===== src/rtl/sap2_control_sequencer.sv =====
// SAP-2 fetch/decode/operand/execute sequencer driving PC, MAR, memory and IR
// control strobes, with instruction-length decode and a retired-instruction counter.
module sap2_control_sequencer #(
  parameter logic [7:0]  HLT_OPCODE = 8'h76,
  parameter int unsigned RETIRE_W   = 16
) (
  input  logic                iClk,
  input  logic                iReset_n,
  input  logic [7:0]          iInstruction,
  input  logic                iMemReady,
  input  logic                iExecDone,
  output logic                oPcOut,
  output logic                oMarLoad,
  output logic                oMemRead,
  output logic                oPcInc,
  output logic                oIrLoad,
  output logic                oOpLoLoad,
  output logic                oOpHiLoad,
  output logic                oExecStart,
  output logic                oHalted,
  output logic [3:0]          oState,
  output logic [RETIRE_W-1:0] oRetired
);

  typedef enum logic [3:0] {
    F_ADDR = 4'd0,
    F_MEM  = 4'd1,
    DECODE = 4'd2,
    O_ADDR = 4'd3,
    O_MEM  = 4'd4,
    EXEC   = 4'd5,
    WAIT   = 4'd6,
    HALT   = 4'd7
  } state_t;

  state_t                r_state, w_next;
  logic [1:0]            r_bytes_left, w_bytes_left_nxt;
  logic                  r_op_idx, w_op_idx_nxt;
  logic [RETIRE_W-1:0]   r_retired;
  logic                  w_retire;
  logic [1:0]            w_len;
  logic                  w_pc_out, w_mar_load, w_mem_read, w_pc_inc;
  logic                  w_ir_load, w_op_lo, w_op_hi, w_exec_start;

  always_comb begin
    unique case (iInstruction)
      8'h3A, 8'h32, 8'hC3, 8'hCD, 8'hFA, 8'hC2, 8'hCA:         w_len = 2'd3;
      8'h3E, 8'h06, 8'h0E, 8'hE6, 8'hF6, 8'hEE, 8'hDB, 8'hD3: w_len = 2'd2;
      default:                                                w_len = 2'd1;
    endcase
  end

  always_comb begin
    w_next           = r_state;
    w_bytes_left_nxt = r_bytes_left;
    w_op_idx_nxt     = r_op_idx;
    w_retire         = 1'b0;
    w_pc_out         = 1'b0;
    w_mar_load       = 1'b0;
    w_mem_read       = 1'b0;
    w_pc_inc         = 1'b0;
    w_ir_load        = 1'b0;
    w_op_lo          = 1'b0;
    w_op_hi          = 1'b0;
    w_exec_start     = 1'b0;
    unique case (r_state)
      F_ADDR: begin
        w_pc_out   = 1'b1;
        w_mar_load = 1'b1;
        w_next     = F_MEM;
      end
      F_MEM: begin
        w_mem_read = 1'b1;
        if (iMemReady) begin
          w_ir_load = 1'b1;
          w_pc_inc  = 1'b1;
          w_next    = DECODE;
        end
      end
      DECODE: begin
        if (iInstruction == HLT_OPCODE) begin
          w_retire = 1'b1;
          w_next   = HALT;
        end else if (w_len != 2'd1) begin
          w_bytes_left_nxt = w_len - 2'd1;
          w_op_idx_nxt     = 1'b0;
          w_next           = O_ADDR;
        end else begin
          w_next = EXEC;
        end
      end
      O_ADDR: begin
        w_pc_out   = 1'b1;
        w_mar_load = 1'b1;
        w_next     = O_MEM;
      end
      O_MEM: begin
        w_mem_read = 1'b1;
        if (iMemReady) begin
          w_pc_inc         = 1'b1;
          w_op_lo          = ~r_op_idx;
          w_op_hi          = r_op_idx;
          w_bytes_left_nxt = r_bytes_left - 2'd1;
          w_op_idx_nxt     = 1'b1;
          w_next           = (r_bytes_left == 2'd1) ? EXEC : O_ADDR;
        end
      end
      EXEC: begin
        w_exec_start = 1'b1;
        w_next       = WAIT;
      end
      WAIT: begin
        if (iExecDone) begin
          w_retire = 1'b1;
          w_next   = F_ADDR;
        end
      end
      HALT:    w_next = HALT;
      default: w_next = F_ADDR;
    endcase
  end

  always_ff @(posedge iClk or negedge iReset_n) begin
    if (!iReset_n) begin
      r_state      <= F_ADDR;
      r_bytes_left <= '0;
      r_op_idx     <= 1'b0;
      r_retired    <= '0;
    end else begin
      r_state      <= w_next;
      r_bytes_left <= w_bytes_left_nxt;
      r_op_idx     <= w_op_idx_nxt;
      if (w_retire) r_retired <= r_retired + 1'b1;
    end
  end

  // Reset returns the state to F_ADDR, whose strobes are active; gating with
  // iReset_n keeps every strobe low for as long as reset is held.
  assign oPcOut     = iReset_n & w_pc_out;
  assign oMarLoad   = iReset_n & w_mar_load;
  assign oMemRead   = iReset_n & w_mem_read;
  assign oPcInc     = iReset_n & w_pc_inc;
  assign oIrLoad    = iReset_n & w_ir_load;
  assign oOpLoLoad  = iReset_n & w_op_lo;
  assign oOpHiLoad  = iReset_n & w_op_hi;
  assign oExecStart = iReset_n & w_exec_start;
  assign oHalted    = (r_state == HALT);
  assign oState     = r_state;
  assign oRetired   = r_retired;

endmodule


===== config.mk =====
export PLATFORM = sky130hd
export DESIGN_NAME = sap2_control_sequencer
export DESIGN_NICKNAME = d
export VERILOG_FILES = /design/src/rtl/sap2_control_sequencer.sv
export SDC_FILE = /design/constraint.sdc
export NUM_CORES = 1
export LEC_CHECK = 0
export ABC_AREA = 1
export CAP_MARGIN = 30
export CORE_MARGIN = 5
export CORE_UTILIZATION = 50
export DETAILED_ROUTE_END_ITERATION = 8
export GPL_TIMING_DRIVEN = 0
export PLACE_DENSITY = 0.82
export SKIP_CTS_REPAIR_TIMING = 1
export SLEW_MARGIN = 5
export SYNTH_ARGS = -nofsm -noshare
export SYNTH_HDL_FRONTEND = slang
export SYNTH_SLANG_ARGS = --single-unit

===== constraint.sdc =====
create_clock -name iClk -period 2.4 [get_ports iClk]
set_input_delay 0.48 -clock iClk [delete_from_list [all_inputs] [get_ports iClk]]
set_output_delay 0.48 -clock iClk [all_outputs]
set_load 0.01 [all_outputs]

==> results.py, run 1 <==
metrics = {
    "sta": {
        "hold_ws_ns": 0.0189,
        "min_period_ns": 2.31,
        "fin_crit_sh_pct": 96.4,
        "finalSetupViolCount": 0,
        "slew_viol_final": 0,
        "rsz0062_at_grt": "yes",
        "maxClockFrequency_mhz": 432,
        "setup_total_negative_slack_ns": 0,
        "skew_ns": 0.0157,
        "hold_viol": 0,
    },
    "global_route": {
        "grt_pass1_wl_um": 5840,
        "grt_max_degree": 20,
        "grt_overflow_total": 0,
        "grt_pass1_vias": 1440,
        "antenna_found_initial": 0,
        "grt_usage_pct": 16.8,
    },
    "synth": {
        "synthTopCellsByCount": "nand2_1, inv_1, nor2_1",
        "syn_inst": 225,
        "synth_compound_area_share_pct": 4.46,
        "synthesis.area_um2": 1540,
        "ys.flop_type": "dfrtp_1",
        "yosysUniqueCellTypes": 26,
        "ys_seq_elements": 22,
        "async_flop_share_pct": 100,
        "synth_top_cell_by_area": "dfrtp_1",
        "syn_nets": 239,
        "synth_most_common_cell": "nand2_1",
        "synth.area.top_cells": "dfrtp_1, nand2_1, inv_1, xor2_1, nor2_1",
        "synth-adder-area-share_pct": 1.62,
        "synth_top_family_by_area": "simple AND/OR/NAND/NOR gates",
        "avgSynthCellArea_um2": 6.86,
        "synth.area.mux_share_pct": 0,
        "synth-edff-count": 0,
        "seq_area_frac_synth_pct": 35.7,
        "yosys_warnings": 0,
        "synth.top_cell.area_share_pct": 35.7,
        "synthSimpleGateAreaFrac_pct": 41.4,
        "synthXorXnorAreaFrac_pct": 7.38,
    },
    "floorplan": {
        "dieHeight_um": 65.5,
        "io_pins": 41,
        "die-area_um2": 4300,
        "die_w_um": 65.5,
        "core_um2": 3000,
        "num_rows": 20,
        "start_util_pct": 51.4,
    },
    "finish": {
        "layout-drive-gt1-share_pct": 13.1,
        "final_core_util_pct": 70.7,
        "syn_to_final_growth_pct": 37.6,
        "fillers": 272,
        "nets": 290,
        "diodes": 0,
        "final_area_um2": 2120,
    },
    "clocking": {
        "clock_sinks": 22,
        "cts_buffer_depth": 2,
        "numCtsBuffers": 3,
        "clkLatencyLatePin_ns": 0.31,
        "h-tree-depth": 1,
        "cts_tree": "done",
        "clockRootBuffer": "clkbuf_4",
        "cts.clk_slew.worst_paths_ns": 0.13,
    },
    "worst_setup_path": {
        "worst_path_max_delay_cell": "clkdlybuf4s50_1",
        "reg2reg_depth": 7,
        "critPathLaunchType": "register",
        "worstPathMaxFanout": 7,
        "crit_path_cell_trace": "inv_2 > nand2_2 > nand2_1 > nor3_2 > buf_4 > clkdlybuf4s50_1",
        "worst_setup_path_end_kind": "output port",
        "cp_slowest_stage_delay_ns": 0.52,
        "worstPathRequired_ns": 1.92,
        "criticalPathCategory": "register to output port",
        "worst-endpoint-arrival_ns": 1.83,
    },
    "place": {
        "dpl_cell_area_um2": 1990,
        "post-dp-hpwl_um": 2660,
        "routabilityCongestion": 0.852,
        "port_buffers": 39,
    },
    "power_and_ir_drop": {
        "total_power_mw": 1.80,
        "power_density_nw_per_um2": 846,
        "ir_drop_mv": 0.596,
        "p_leak_nw": 1.16,
    },
    "routing": {
        "wl_per_cell_um": 11.0,
        "first_pass_iters": 4,
        "vias": 1548,
        "drc": 0,
        "wirelength_um": 3380,
        "via_per_inst": 5.03,
        "drtAntennaViolNets": 0,
        "drt_iter0_markers": 58,
    },
    "run": {
        "cap_violations": 0,
    },
    "run_status": {
        "status": "finished clean",
    },
    "hold_path": {
        "hold_class": "input port to async pin",
    },
}
-- state kept, by name, indices dropped and copies added (netlist names) --
name          count
r_bytes_left      2
oState            3
oRetired         16
r_op_idx          1
-- final timing paths --
kind	slack, ns	endpoint	from
setup / recovery	0.09	oPcOut	oState[0]$_DFFE_PN0P_
setup reg to reg	0.78	oRetired[14]$_DFFE_PN0P_	oRetired[0]$_DFFE_PN0P_
hold reg to reg	0.52	oRetired[4]$_DFFE_PN0P_	oRetired[4]$_DFFE_PN0P_
hold / removal	0.02	oState[2]$_DFFE_PN0P_	iReset_n
max in group asynchronous	1.94	oRetired[0]$_DFFE_PN0P_	iReset_n
min in group iClk	0.52	oRetired[4]$_DFFE_PN0P_	oRetired[4]$_DFFE_PN0P_
-- metrics by stage --
stage	setup slack (ns)	cells
floorplan	0.700	225
global placement	-0.935	297
detailed placement	-0.240	298
CTS	-0.241	302
global route	-0.0375	308
finish	0.0854	308
-- kinds of logic (layout without fill, tap and decap cells) --
kind of cell | Yosys count | after routing
AO/OA/AOI/OAI | 12 | 12
XOR/XNOR | 13 | 13
adder cells (fa/ha/maj) | 2 | 2
buffers and inverters | 33 | 83
flip-flops | 22 | 22
other | 1 | 1
AND/OR/NAND/NOR | 142 | 142
-- worst max-delay path: cells and delay by family, from the launching register on --
kind          cells  cell delay (ns)
simple gates      3             0.31
flops             1             0.50
buf+inv           3             0.71
-- layer usage --
metal  GRT usage (%)  routed length (um)
met5               0                   0
met4            5.70                  40
met2            30.1                1660
met3            2.39                 140
met1            20.6                1540
-- cell type report --
class	instances	area [um2]	area share, %
inverters	29	109	5.13
repair buffers	46	470	22.2
plain buffers	4	33.8	1.59
multi-input cells	170	863	40.7
flip-flops and latches	22	553	26.0
clock buffers	3	22.5	1.06
well taps	33	41.3	1.94
clock inverters	1	30.0	1.41
-- where the power goes --
part           switching [mW]  internal (mW)
registers               0.128          0.480
logic                   0.464          0.446
clock network           0.110          0.169
total                   0.702           1.09
-- cell usage in the layout (no fill, tap or decap), types with 7 or more instances in the layout --
| master | synthesis | routed |
|---|---|---|
| buf_4 | 3 | 9 |
| clkdlybuf4s50_1 | 0 | 31 |
| dfrtp_1 | 22 | 20 |
| dlymetal6s2s_1 | 0 | 8 |
| inv_1 | 27 | 27 |
| nand2_1 | 74 | 73 |
| nand3_1 | 12 | 12 |
| nor2_1 | 23 | 23 |
| nor3_1 | 13 | 12 |
| o21ai_0 | 7 | 7 |
| xor2_1 | 10 | 10 |
Note: power is estimated with default switching activity, not from simulation.
==> run 2: changes to the inputs <==
--- a/config.mk
+++ b/config.mk
@@ -7,10 +7,10 @@
 export LEC_CHECK = 0
 export ABC_AREA = 1
 export CAP_MARGIN = 30
-export CORE_MARGIN = 5
 export CORE_UTILIZATION = 50
 export DETAILED_ROUTE_END_ITERATION = 8
 export GPL_TIMING_DRIVEN = 0
+export HOLD_SLACK_MARGIN = 0.02
 export PLACE_DENSITY = 0.82
 export SKIP_CTS_REPAIR_TIMING = 1
 export SLEW_MARGIN = 5
==> constraint.sdc (replaced) <==
create_clock -name iClk -period 2.8 [get_ports iClk]
set_input_delay 0.56 -clock iClk [delete_from_list [all_inputs] [get_ports iClk]]
set_output_delay 0.56 -clock iClk [all_outputs]
set_load 0.01 [all_outputs]
==> results.py, run 2 (synthesis gave the netlist of run 1 again) <==
metrics = {
    "finish": {
        "multi_input_area_um2": 856,
        "fillers": 243,
        "diodes": 0,
        "largest_register_ffs": 16,
        "nets": 284,
        "final_cell_mix": "nand2_1, clkdlybuf4s50_1, inv_1, nor2_1, dfrtp_1",
        "syn_to_final_growth_pct": 32.5,
        "regArea_um2": 551,
        "layout-drive-gt1-share_pct": 9.67,
        "final_common_cell": "nand2_1",
    },
    "sta": {
        "finalSetupViolCount": 0,
        "fin_crit_sh_pct": 91.6,
        "setup_total_negative_slack_ns": 0,
        "rsz0062_at_grt": "no",
        "skew_ns": 0.00128,
        "min_period_ns": 2.56,
        "setup_ws_ns": 0.235,
        "slew_viol_final": 0,
        "hold_viol": 0,
        "maxClockFrequency_mhz": 390,
        "hold_ws_ns": 0.112,
    },
    "run": {
        "cap_violations": 0,
    },
    "floorplan": {
        "die_w_um": 57.5,
        "die-area_um2": 3310,
        "num_rows": 19,
        "dieHeight_um": 57.5,
        "start_util_pct": 54.5,
        "core_um2": 2830,
        "io_pins": 41,
    },
    "clocking": {
        "clock_sinks": 22,
        "clockRootBuffer": "clkbuf_4",
        "cts_buffer_depth": 2,
        "cts_tree": "done",
        "cts.clk_slew.worst_paths_ns": 0.12,
        "numCtsBuffers": 3,
        "clkLatencyLatePin_ns": 0.31,
        "h-tree-depth": 1,
    },
    "power_and_ir_drop": {
        "ir_drop_mv": 0.316,
        "power_density_nw_per_um2": 698,
        "p_leak_nw": 1.00,
    },
    "worst_setup_path": {
        "cp_slowest_stage_delay_ns": 0.56,
        "critPathLaunchType": "register",
        "worstPathMaxFanout": 8,
        "worst_path_max_delay_cell": "clkdlybuf4s50_1",
        "cp_num_buf_inv": 4,
        "crit_path_cell_trace": "buf_6 > inv_2 > nor3_4 > inv_1 > nor3_1 > clkdlybuf4s50_1",
        "criticalPathCategory": "register to output port",
        "cp_top_family": "buffers and inverters",
        "worst_setup_path_end_kind": "output port",
        "worst-endpoint-arrival_ns": 2.00,
        "worstPathRequired_ns": 2.24,
    },
    "global_route": {
        "grt_overflow_total": 0,
        "grt_usage_pct": 20.1,
        "grt_pass1_wl_um": 5290,
        "grt_pass1_vias": 1251,
        "antenna_found_initial": 0,
        "grt_max_degree": 21,
    },
    "run_status": {
        "violations": "DRC",
        "status": "finished with violations",
    },
    "place": {
        "port_buffers": 39,
        "post-dp-hpwl_um": 2450,
        "pre_cts_slack_ns": -0.0245,
        "routabilityCongestion": 0.830,
    },
    "routing": {
        "first_pass_iters": 6,
        "drc": 7,
        "drt_iter0_markers": 56,
        "via_per_inst": 4.90,
        "wl_per_cell_um": 10.4,
        "wirelength_um": 3110,
        "drtAntennaViolNets": 0,
        "vias": 1469,
    },
    "hold_path": {
        "hold_class": "input port to async pin",
    },
}
## run 2: cell count changes in the layout (fill, tap and decap cells not counted), sizes merged
cell           change
clkdlybuf4s50      +7
dlymetal6s2s       -7
buf                -6
bufinv             -1
clkbuf             +1
## run 2: cell type report
| class | instances | area share [%] |
|---|---|---|
| plain buffers | 4 | 1.65 |
| clock buffers | 4 | 1.77 |
| inverters | 29 | 5.32 |
| multi-input cells | 170 | 41.9 |
| flip-flops and latches | 22 | 26.9 |
| well taps | 31 | 1.90 |
| repair buffers | 40 | 20.6 |
## run 2: worst paths after layout
kind                                       endpoint                     from  depth (start not counted)  slack (ns)
setup / recovery                          oOpLoLoad    oState[2]$_DFFE_PN0P_                          6        0.24
hold / removal                oState[0]$_DFFE_PN0P_                 iReset_n                          1        0.11
setup reg to reg           oRetired[12]$_DFFE_PN0P_  oRetired[0]$_DFFE_PN0P_                          8        1.14
hold reg to reg             oRetired[4]$_DFFE_PN0P_  oRetired[4]$_DFFE_PN0P_                          1        0.51
max in group asynchronous  oRetired[14]$_DFFE_PN0P_                 iReset_n                          2        2.29
min in group iClk           oRetired[4]$_DFFE_PN0P_  oRetired[4]$_DFFE_PN0P_                          1        0.51
## run 2: worst register-to-register path, delay by kind of cell, from the launching register on
kind	cells	cell delay (ns)
simple gates	7	0.88
flops	1	0.47
fa+ha+maj	1	0.22
## run 2: where the power goes
group / internal [mW] / switching [mW] / total, mW
clock network: 0.0795 / 0.0985 / 0.178
logic: 0.353 / 0.381 / 0.734
registers: 0.408 / 0.107 / 0.515
## run 2: metrics by stage
step | utilization [%] | power, mW | cells | area [um2]
after floorplan | - | 0.934 | 225 | 1540
after global placement | 69.7 | 1.22 | 295 | 1970
after detailed placement | 70.7 | 1.24 | 296 | 2000
after CTS | 72.0 | 1.42 | 300 | 2040
after global routing | 72.3 | 1.54 | 300 | 2040
final | 72.3 | 1.43 | 300 | 2040
## run 2: metal layers
metal  global-route usage (%)  vias to the layer above  part of all wire, %
li1                         -                      789                    -
met1                     30.0                      625                   51
met2                     31.1                       51                   42
met3                     2.72                        4                  5.9
met4                     4.18                        0                 0.77
met5                        0                        -                    0
==> run 3: changes to the inputs <==
--- a/config.mk
+++ b/config.mk
@@ -7,11 +7,10 @@
 export LEC_CHECK = 0
 export ABC_AREA = 1
 export CAP_MARGIN = 30
-export CORE_UTILIZATION = 50
+export CORE_UTILIZATION = 40
 export DETAILED_ROUTE_END_ITERATION = 8
-export GPL_TIMING_DRIVEN = 0
 export HOLD_SLACK_MARGIN = 0.02
-export PLACE_DENSITY = 0.82
+export PLACE_DENSITY = 0.68
 export SKIP_CTS_REPAIR_TIMING = 1
 export SLEW_MARGIN = 5
 export SYNTH_ARGS = -nofsm -noshare
==> results.py, run 3 (synthesis gave the netlist of run 1 again) <==
metrics = {
    "clocking": {
        "clkLatencyLatePin_ns": 0.25,
        "clock_sinks": 22,
        "cts.clk_slew.worst_paths_ns": 0.07,
        "cts_buffer_depth": 2,
        "numCtsBuffers": 3,
        "h-tree-depth": 1,
        "cts_tree": "done",
        "clockRootBuffer": "clkbuf_8",
    },
    "sta": {
        "rsz0062_at_grt": "no",
        "skew_ns": 0.00344,
        "hold_viol": 0,
        "slew_viol_final": 0,
        "hold_ws_ns": 0.497,
        "min_period_ns": 2.58,
        "setup_total_negative_slack_ns": 0,
        "fin_crit_sh_pct": 92.1,
        "maxClockFrequency_mhz": 388,
        "finalSetupViolCount": 0,
    },
    "global_route": {
        "grtUsageMet1_pct": 21.8,
        "use_met3_pct": 1.25,
        "grt_max_degree": 23,
        "grt_pass1_vias": 1327,
        "gr-usage-met2_pct": 29.4,
        "grt_overflow_total": 0,
        "grt_pass1_wl_um": 5530,
        "grt_usage_pct": 16.7,
        "antenna_found_initial": 0,
        "grt_busiest_layer": "met2",
    },
    "finish": {
        "final_cell_mix": "nand2_1, clkdlybuf4s50_1, inv_1, nor2_1, dfrtp_1",
        "largest_register_ffs": 16,
        "final_area_um2": 2010,
        "layout-drive-gt1-share_pct": 7.95,
        "fillers": 350,
        "syn_to_final_growth_pct": 30.6,
        "final_common_cell": "nand2_1",
        "diodes": 0,
        "nets": 280,
        "final_core_util_pct": 54.6,
    },
    "floorplan": {
        "dieHeight_um": 64.1,
        "num_rows": 22,
        "io_pins": 41,
        "start_util_pct": 41.8,
        "die-area_um2": 4110,
        "core_um2": 3690,
        "die_w_um": 64.1,
    },
    "power_and_ir_drop": {
        "power_density_nw_per_um2": 700,
        "p_leak_nw": 0.963,
        "ir_drop_mv": 0.383,
    },
    "run": {
        "cap_violations": 0,
    },
    "worst_setup_path": {
        "worstPathRequired_ns": 2.24,
        "worst_setup_path_end_kind": "output port",
        "critPathLaunchType": "register",
        "worst-endpoint-arrival_ns": 2.02,
        "reg2reg_depth": 10,
        "worstPathMaxFanout": 9,
        "criticalPathCategory": "register to output port",
    },
    "routing": {
        "drtAntennaViolNets": 0,
        "drt_iter0_markers": 60,
        "vias": 1479,
        "wirelength_um": 3190,
        "first_pass_iters": 4,
        "drc": 0,
        "via_per_inst": 4.74,
        "wl_per_cell_um": 10.2,
    },
    "hold_path": {
        "hold_class": "register to register",
        "hold_path_depth": 1,
    },
    "place": {
        "dpl_cell_area_um2": 1970,
        "port_buffers": 39,
        "post-dp-hpwl_um": 2520,
        "routabilityCongestion": 0.816,
    },
    "run_status": {
        "status": "finished clean",
    },
}
-- run 3: per-layer routing --
metal	wire [um]	vias to the layer above
met2	1490	38
met1	1500	655
met4	23	0
met3	181	4
li1	-	782
met5	0	-
-- run 3: worst paths after layout --
kind,endpoint,start,slack (ns)
max,oOpLoLoad,oState[2]$_DFFE_PN0P_,0.22
min,oRetired[4]$_DFFE_PN0P_,oRetired[4]$_DFFE_PN0P_,0.50
max reg2reg,oRetired[12]$_DFFE_PN0P_,oState[0]$_DFFE_PN0P_,1.11
min reg2reg,oRetired[4]$_DFFE_PN0P_,oRetired[4]$_DFFE_PN0P_,0.50
max in group asynchronous,r_bytes_left[1]$_DFFE_PN0P_,iReset_n,1.79
min in group asynchronous,oRetired[15]$_DFFE_PN0P_,iReset_n,0.79
-- run 3: power breakdown --
group | total, mW | internal, mW | switching (mW)
clock network | 0.184 | 0.0957 | 0.0883
registers | 0.533 | 0.409 | 0.124
logic | 0.692 | 0.327 | 0.365
-- run 3: metrics by stage --
step	std cells	setup slack (ns)	total power, mW
2_1_floorplan	225	1.02	0.934
3_3_place_gp	309	0.255	1.22
3_5_place_dp	309	0.226	1.22
4_1_cts	312	0.116	1.41
5_1_grt	312	0.0821	1.53
6_report	312	0.222	1.41
-- run 3: area by class of cell --
cell class | count | area, um2 | area share, %
Clock buffer | 3 | 41.3 | 2.05
Inverter | 29 | 109 | 5.40
Multi-Input combinational cell | 170 | 856 | 42.5
Sequential cell | 22 | 551 | 27.3
Tap cell | 48 | 60.1 | 2.98
Timing Repair Buffer | 40 | 398 | 19.8
-- run 3: critical path: stages, from the launching register on --
cell and delay, ns:
dfrtp_1 0.55, inv_2 0.12, nor3_4 0.24, inv_1 0.13, nor3_1 0.16, clkdlybuf4s50_1 0.56
